File: src/rtl/mux_rr_feeder.sv
// Round-robin feeder for the 2:1 mux path: two 1-entry input buffers arbitrated
// onto a registered valid/ready operand stream with a wrapping beat counter.
module mux_rr_feeder #(
    parameter int DATA_WITH = 8,
    parameter int CNT_WIDTH = 8
) (
    input  logic                 i_clk,
    input  logic                 i_rst_n,
    input  logic                 i_a_valid,
    input  logic [DATA_WITH-1:0] i_a_data,
    output logic                 o_a_ready,
    input  logic                 i_b_valid,
    input  logic [DATA_WITH-1:0] i_b_data,
    output logic                 o_b_ready,
    output logic [DATA_WITH-1:0] o_a,
    output logic [DATA_WITH-1:0] o_b,
    output logic                 o_sel,
    output logic                 o_valid,
    input  logic                 i_ready,
    output logic [CNT_WIDTH-1:0] o_count
);

    logic                 full_a_r;
    logic                 full_b_r;
    logic [DATA_WITH-1:0] buf_a_r;
    logic [DATA_WITH-1:0] buf_b_r;
    logic                 last_grant_r;
    logic [DATA_WITH-1:0] a_r;
    logic [DATA_WITH-1:0] b_r;
    logic                 sel_r;
    logic                 valid_r;
    logic [CNT_WIDTH-1:0] count_r;

    logic cap_a_s;
    logic cap_b_s;
    logic accept_s;
    logic load_s;
    logic winner_s;

    // Round-robin pick; 0 = A, 1 = B. Only meaningful when a buffer is full.
    function automatic logic pick_winner(input logic fa, input logic fb, input logic last);
        logic w;
        if (fa && fb) begin
            w = ~last;
        end else if (fa) begin
            w = 1'b0;
        end else begin
            w = 1'b1;
        end
        return w;
    endfunction

    // Handshake, load and arbitration decode.
    always_comb begin
        cap_a_s  = 1'b0;
        cap_b_s  = 1'b0;
        accept_s = 1'b0;
        load_s   = 1'b0;
        winner_s = 1'b0;
        cap_a_s  = i_a_valid && !full_a_r;
        cap_b_s  = i_b_valid && !full_b_r;
        accept_s = valid_r && i_ready;
        load_s   = (!valid_r || i_ready) && (full_a_r || full_b_r);
        winner_s = pick_winner(full_a_r, full_b_r, last_grant_r);
    end

    // Input buffers: capture only when empty, so a freed slot refills no earlier than next cycle.
    always_ff @(posedge i_clk or negedge i_rst_n) begin
        if (!i_rst_n) begin
            full_a_r <= 1'b0;
            full_b_r <= 1'b0;
            buf_a_r  <= '0;
            buf_b_r  <= '0;
        end else begin
            if (cap_a_s) begin
                full_a_r <= 1'b1;
                buf_a_r  <= i_a_data;
            end else if (load_s && !winner_s) begin
                full_a_r <= 1'b0;
            end else begin
                full_a_r <= full_a_r;
            end
            if (cap_b_s) begin
                full_b_r <= 1'b1;
                buf_b_r  <= i_b_data;
            end else if (load_s && winner_s) begin
                full_b_r <= 1'b0;
            end else begin
                full_b_r <= full_b_r;
            end
        end
    end

    // Output operand stage and arbitration history.
    always_ff @(posedge i_clk or negedge i_rst_n) begin
        if (!i_rst_n) begin
            a_r          <= '0;
            b_r          <= '0;
            sel_r        <= 1'b0;
            valid_r      <= 1'b0;
            last_grant_r <= 1'b1;
        end else if (load_s) begin
            valid_r      <= 1'b1;
            sel_r        <= winner_s;
            last_grant_r <= winner_s;
            if (winner_s) begin
                b_r <= buf_b_r;
            end else begin
                a_r <= buf_a_r;
            end
        end else if (accept_s) begin
            valid_r <= 1'b0;
        end else begin
            valid_r <= valid_r;
        end
    end

    // Accepted-beat counter, wraps naturally.
    always_ff @(posedge i_clk or negedge i_rst_n) begin
        if (!i_rst_n) begin
            count_r <= '0;
        end else if (accept_s) begin
            count_r <= count_r + {{(CNT_WIDTH-1){1'b0}}, 1'b1};
        end else begin
            count_r <= count_r;
        end
    end

    assign o_a_ready = !full_a_r;
    assign o_b_ready = !full_b_r;
    assign o_a       = a_r;
    assign o_b       = b_r;
    assign o_sel     = sel_r;
    assign o_valid   = valid_r;
    assign o_count   = count_r;

endmodule

File: config.mk
export PLATFORM = sky130hd
export DESIGN_NAME = mux_rr_feeder
export DESIGN_NICKNAME = d
export VERILOG_FILES = /design/src/rtl/mux_rr_feeder.sv
export SDC_FILE = /design/constraint.sdc
export NUM_CORES = 1
export LEC_CHECK = 0
export CAP_MARGIN = 25
export CORE_MARGIN = 2
export CORE_UTILIZATION = 35
export CTS_CLUSTER_DIAMETER = 40
export CTS_CLUSTER_SIZE = 28
export DETAILED_ROUTE_END_ITERATION = 8
export PLACE_DENSITY = 0.66
export SLEW_MARGIN = 0
export SYNTH_ARGS = -nofsm -noshare
export SYNTH_HDL_FRONTEND = slang
export SYNTH_SLANG_ARGS = --single-unit
export TNS_END_PERCENT = 10
File: constraint.sdc
create_clock -name i_clk -period 1.2 [get_ports i_clk]
set_input_delay 0.18 -clock i_clk [delete_from_list [all_inputs] [get_ports i_clk]]
set_output_delay 0.18 -clock i_clk [all_outputs]
set_load 0.005 [all_outputs]
# == Word level (Yosys, flattened, before mapping) ==
# Index checks and enable logic that the tools add are counted.
# classes
add_sub_neg,1
bitwise,2
muxes,8
n_reduce_logical,18
# op_table
cell,count
$add A8 B1 Y8 const B,1
$mux W1,8
$logic_and A1 B1 Y1,7
$reduce_bool A2 Y1,3
$logic_not A1 Y1,4
$reduce_and A2 Y1,2
$logic_or A1 B1 Y1,2
$not A1 Y1,2
# totals
in_bits,21
ff_bits,45

# == Logic depth before layout (Yosys ltp) ==
# logic_depth
ltp_word,6
depth_mapped,4
depth_no_buf,4

# == Worst setup path before layout ==
# OpenSTA, ideal clock, no wires.
# synth_path
path_type,register to register
from,reg full_b_r
to,"reg a_r[0], in the netlist o_a[0]"
setup_time_ns,0.125
t_arrival_ns,1.152
path_stages_with_launch,4
slack_ns,-0.077
path_cell_list,dfrtp_1 > inv_2 > o211ai_4 > mux2_2
# synth_via
elab_chain_len,4
word_cells_on_any_way,6
cone_classes,mux (1); bitwise (1); reduce/logical (4)
# synth_lines
element,line_no,source
from (decl),24,logic full_b_r;
from (signal assigned),89,full_b_r <= full_b_r;
$logic_and A1 B1 Y1,43,if (fa && fb) begin
$mux W1,43,
$not A1 Y1 (no line),-,
$reduce_and A2 Y1 (no line) (*),-,
to (signal assigned),109,a_r <= buf_a_r;
to (decl),28,logic [DATA_WITH-1:0] a_r;
# Mark *: on every way between the ends. The rest lies on a longest branch, timed or not.
# A chain may end at the register's enable or synchronous reset.

# == Worst setup path in the final report ==
# layout_path
from,reg last_grant_r
to,"reg a_r[5], in the netlist o_a[5]"
# layout_via
elab_chain_len,4
# layout_lines
element,line_no,source
from (decl),27,logic last_grant_r;
from (signal assigned),105,last_grant_r <= winner_s;
$not A1 Y1,44,w = ~last;
$mux W1,43,
$not A1 Y1 (no line),-,
$reduce_and A2 Y1 (no line),-,
# Every way passes these cells.

==> metrics.cfg <==
[logic_synthesis]
synth_top_area_share_pct=62.7
syn-num-nets=138
syn_inst=116
synth_edf_count=0
avgSynthCellArea_um2=15.1
ys_seq_elements=45
yosysWarnings=0
ys_seq_area_share_pct=64.2
yosys.area.top_type=dfrtp_1
syn-cell-area_um2=1760
synth_flop_cell=dfrtp_1
synth.most_common_cell=dfrtp_1
synthTopCellsByArea=dfrtp_1 (63%), mux2_2 (21%), xor2_1 (2.5%)
synth_common_cells=dfrtp_1 (44), mux2_2 (33), nand2_1 (6), xor2_1 (5)
synth-async-reset-ratio_pct=100
synth.distinct_cells=25

[final_layout]
final_layout_size_suffix_gt1_share_pct=39.7
fillers=391
nNetsFinal=210
diodes=0
finalInstanceArea_um2=2660
syn2layout_area_growth_pct=51.7

[timing]
setup_viol=31
hold_viol_final=0
fin_crit_sh_pct=108
max_freq_ghz=0.772
slew_headroom_pct=77.5
rsz0062_at_grt=yes
min_period_ps=1300
layout_setup_ws_ps=-95.7
worst_slew_pin_slew_ps=336
fin_worst_skew_ps=10.7
slew_violations=0

[detailed_routing]
drtAntennaViolNets=0
drt_iter0_markers=26
drcViolationCount=0
firstDrtPassIters=4
num_vias=1180
avgRoutedWirePerCell_um=14.4
via_per_inst=4.61
wl_um=3680

[setup_path]
critPathKind=flip-flop to flip-flop
path_cells=buf_12 > o211ai_4 > mux2_4
cp_slowest_cell=dfstp_2
crit_arrival_ps=1460
crit_required_ps=1370
cpPeakStageDelay_ps=400
cp-end-kind=flip-flop
critical_path_depth=3
path_max_fanout=5
startpoint_type=flip-flop
reg2regPathDepth=3
worst-path-buf-inv=1
critical_path.top_delay_family=flip-flops

[worst_hold_path]
hold_depth=4
hp-class=input port to flip-flop

[run_status]
failed_checks=setup timing
status=finished, violations left

[global_route]
grt_use_total_pct=13.6
grt_pass1_vias=1254
grt.overflow.total=0
grt_pass1_wl_um=5700
antenna_found_initial=0
grt_max_degree=46

[clock_tree]
cts_root_buf=clkbuf_8
clock_latency_ps=290
clk_pin_slew_ps=80
clockBufferDepth=2
cts_buffers=5
cts_num_sinks=45
htreeDepth=2
cts_tree=done

[power_and_ir_drop]
vdd_drop_max_mv=1.34
p_leak_uw=0.00126
powerDensity_nw_per_um2=2510
p_total_uw=6680

[floorplanning]
initial_core_util_pct=36.7
die_w_um=74.8
core_um2=4790
dieArea_um2=5600
io-pin-count=49
dieHeight_um=74.8
num_rows=25

[run]
cap_violations=0

[placed_design]
dpl-instance-area_um2=2410
gp_congestion=0.706
dp_hpwl_um=2460
pre_cts_slack_ps=-448
io_buffers=48

flip-flops by register name, summed over array words and instances, names as in the netlist:
register / count
full_b_r: 1
buf_a_r: 8
o_count: 8
o_b: 8
last_grant_r: 1
o_a: 8
o_sel: 1
buf_b_r: 8
full_a_r: 1
o_valid: 1
stage by stage:
stage | setup TNS [ps] | hold WS (ps) | cells | util, %
2_1_floorplan | -941 | -116 | 116 | -
3_3_place_gp | -13130 | 170 | 241 | 50.4
3_5_place_dp | -13710 | 176 | 241 | 50.4
4_1_cts | -2240 | 389 | 253 | 53.2
5_1_grt | -2560 | 404 | 256 | 55.7
6_report | -1630 | 380 | 256 | 55.7
power breakdown:
part	total, uW	internal, uW	switching (uW)
Clock	937	470	467
Combinational	3010	1910	1100
Sequential	2740	2280	461
Total	6680	4660	2030
what timing repair did:
item | CTS | global route
pin swaps | 2 | 3
gates resized for setup | 47 | 26
cloned | 0 | 2
setup buffers | 3 | 1
endpoints found under the setup margin | 62 | 43
hold buffers | 1 | 0
hold endpoints to repair | 44 | 0
cells by family after synthesis:
| logic type | synth area share, % |
|---|---|
| mux | 21.2 |
| flops | 64.2 |
| xor+xnor | 3.49 |
| buf+inv | 1.28 |
| simple gates | 5.85 |
| fa+ha+maj | 0.713 |
| compound gates | 3.28 |
path summary, 6_finish.rpt:
kind	startpoint	to	slack [ps]
setup reg to reg	last_grant_r	o_a[5]	-100
setup / recovery	last_grant_r	o_a[5]	-100
hold / removal	i_ready	o_count[6]	380
max in group asynchronous	i_rst_n	last_grant_r	550
min in group asynchronous	i_rst_n	o_a[7]	390
hold reg to reg	o_count[7]	o_count[7]	470
worst register-to-register path, delay by kind of cell (launching register included):
family / cells / cell delay [ps]
AO/OA/AOI/OAI: 1 / 320
buffers and inverters: 1 / 130
multiplexers: 1 / 330
flip-flops: 1 / 400
cell type report:
class	instances	area (um^2)	area share, %
Timing Repair Buffer	66	617	23.2
Tap cell	67	83.8	3.15
Clock buffer	8	90.1	3.38
Inverter	2	7.51	0.282
Sequential cell	45	1130	42.3
Multi-Input combinational cell	68	738	27.7
per-layer routing:
metal	part of all wire [%]	wire, um	vias to the layer above	GRT usage (%)
met2	53	1950	32	23.7
met1	42	1540	601	16.1
met4	0.41	15	0	4.17
li1	-	-	545	-
met5	0	0	-	0
met3	4.6	170	2	4.15
layout by cell type (no fill, tap or decap), drive strengths merged, types with 2 or more instances in the layout:
cell           instances
o211ai                 2
dfrtp                 44
xor2                   5
mux2                  33
inv                    2
clkdlybuf4s15          3
clkbuf                10
nand3                  5
nor2                   3
xnor2                  2
nand2                  6
dlygate4sd2           22
nor3                   2
clkdlybuf4s50         18
buf                   19
Power figures use the tool's default switching activity.
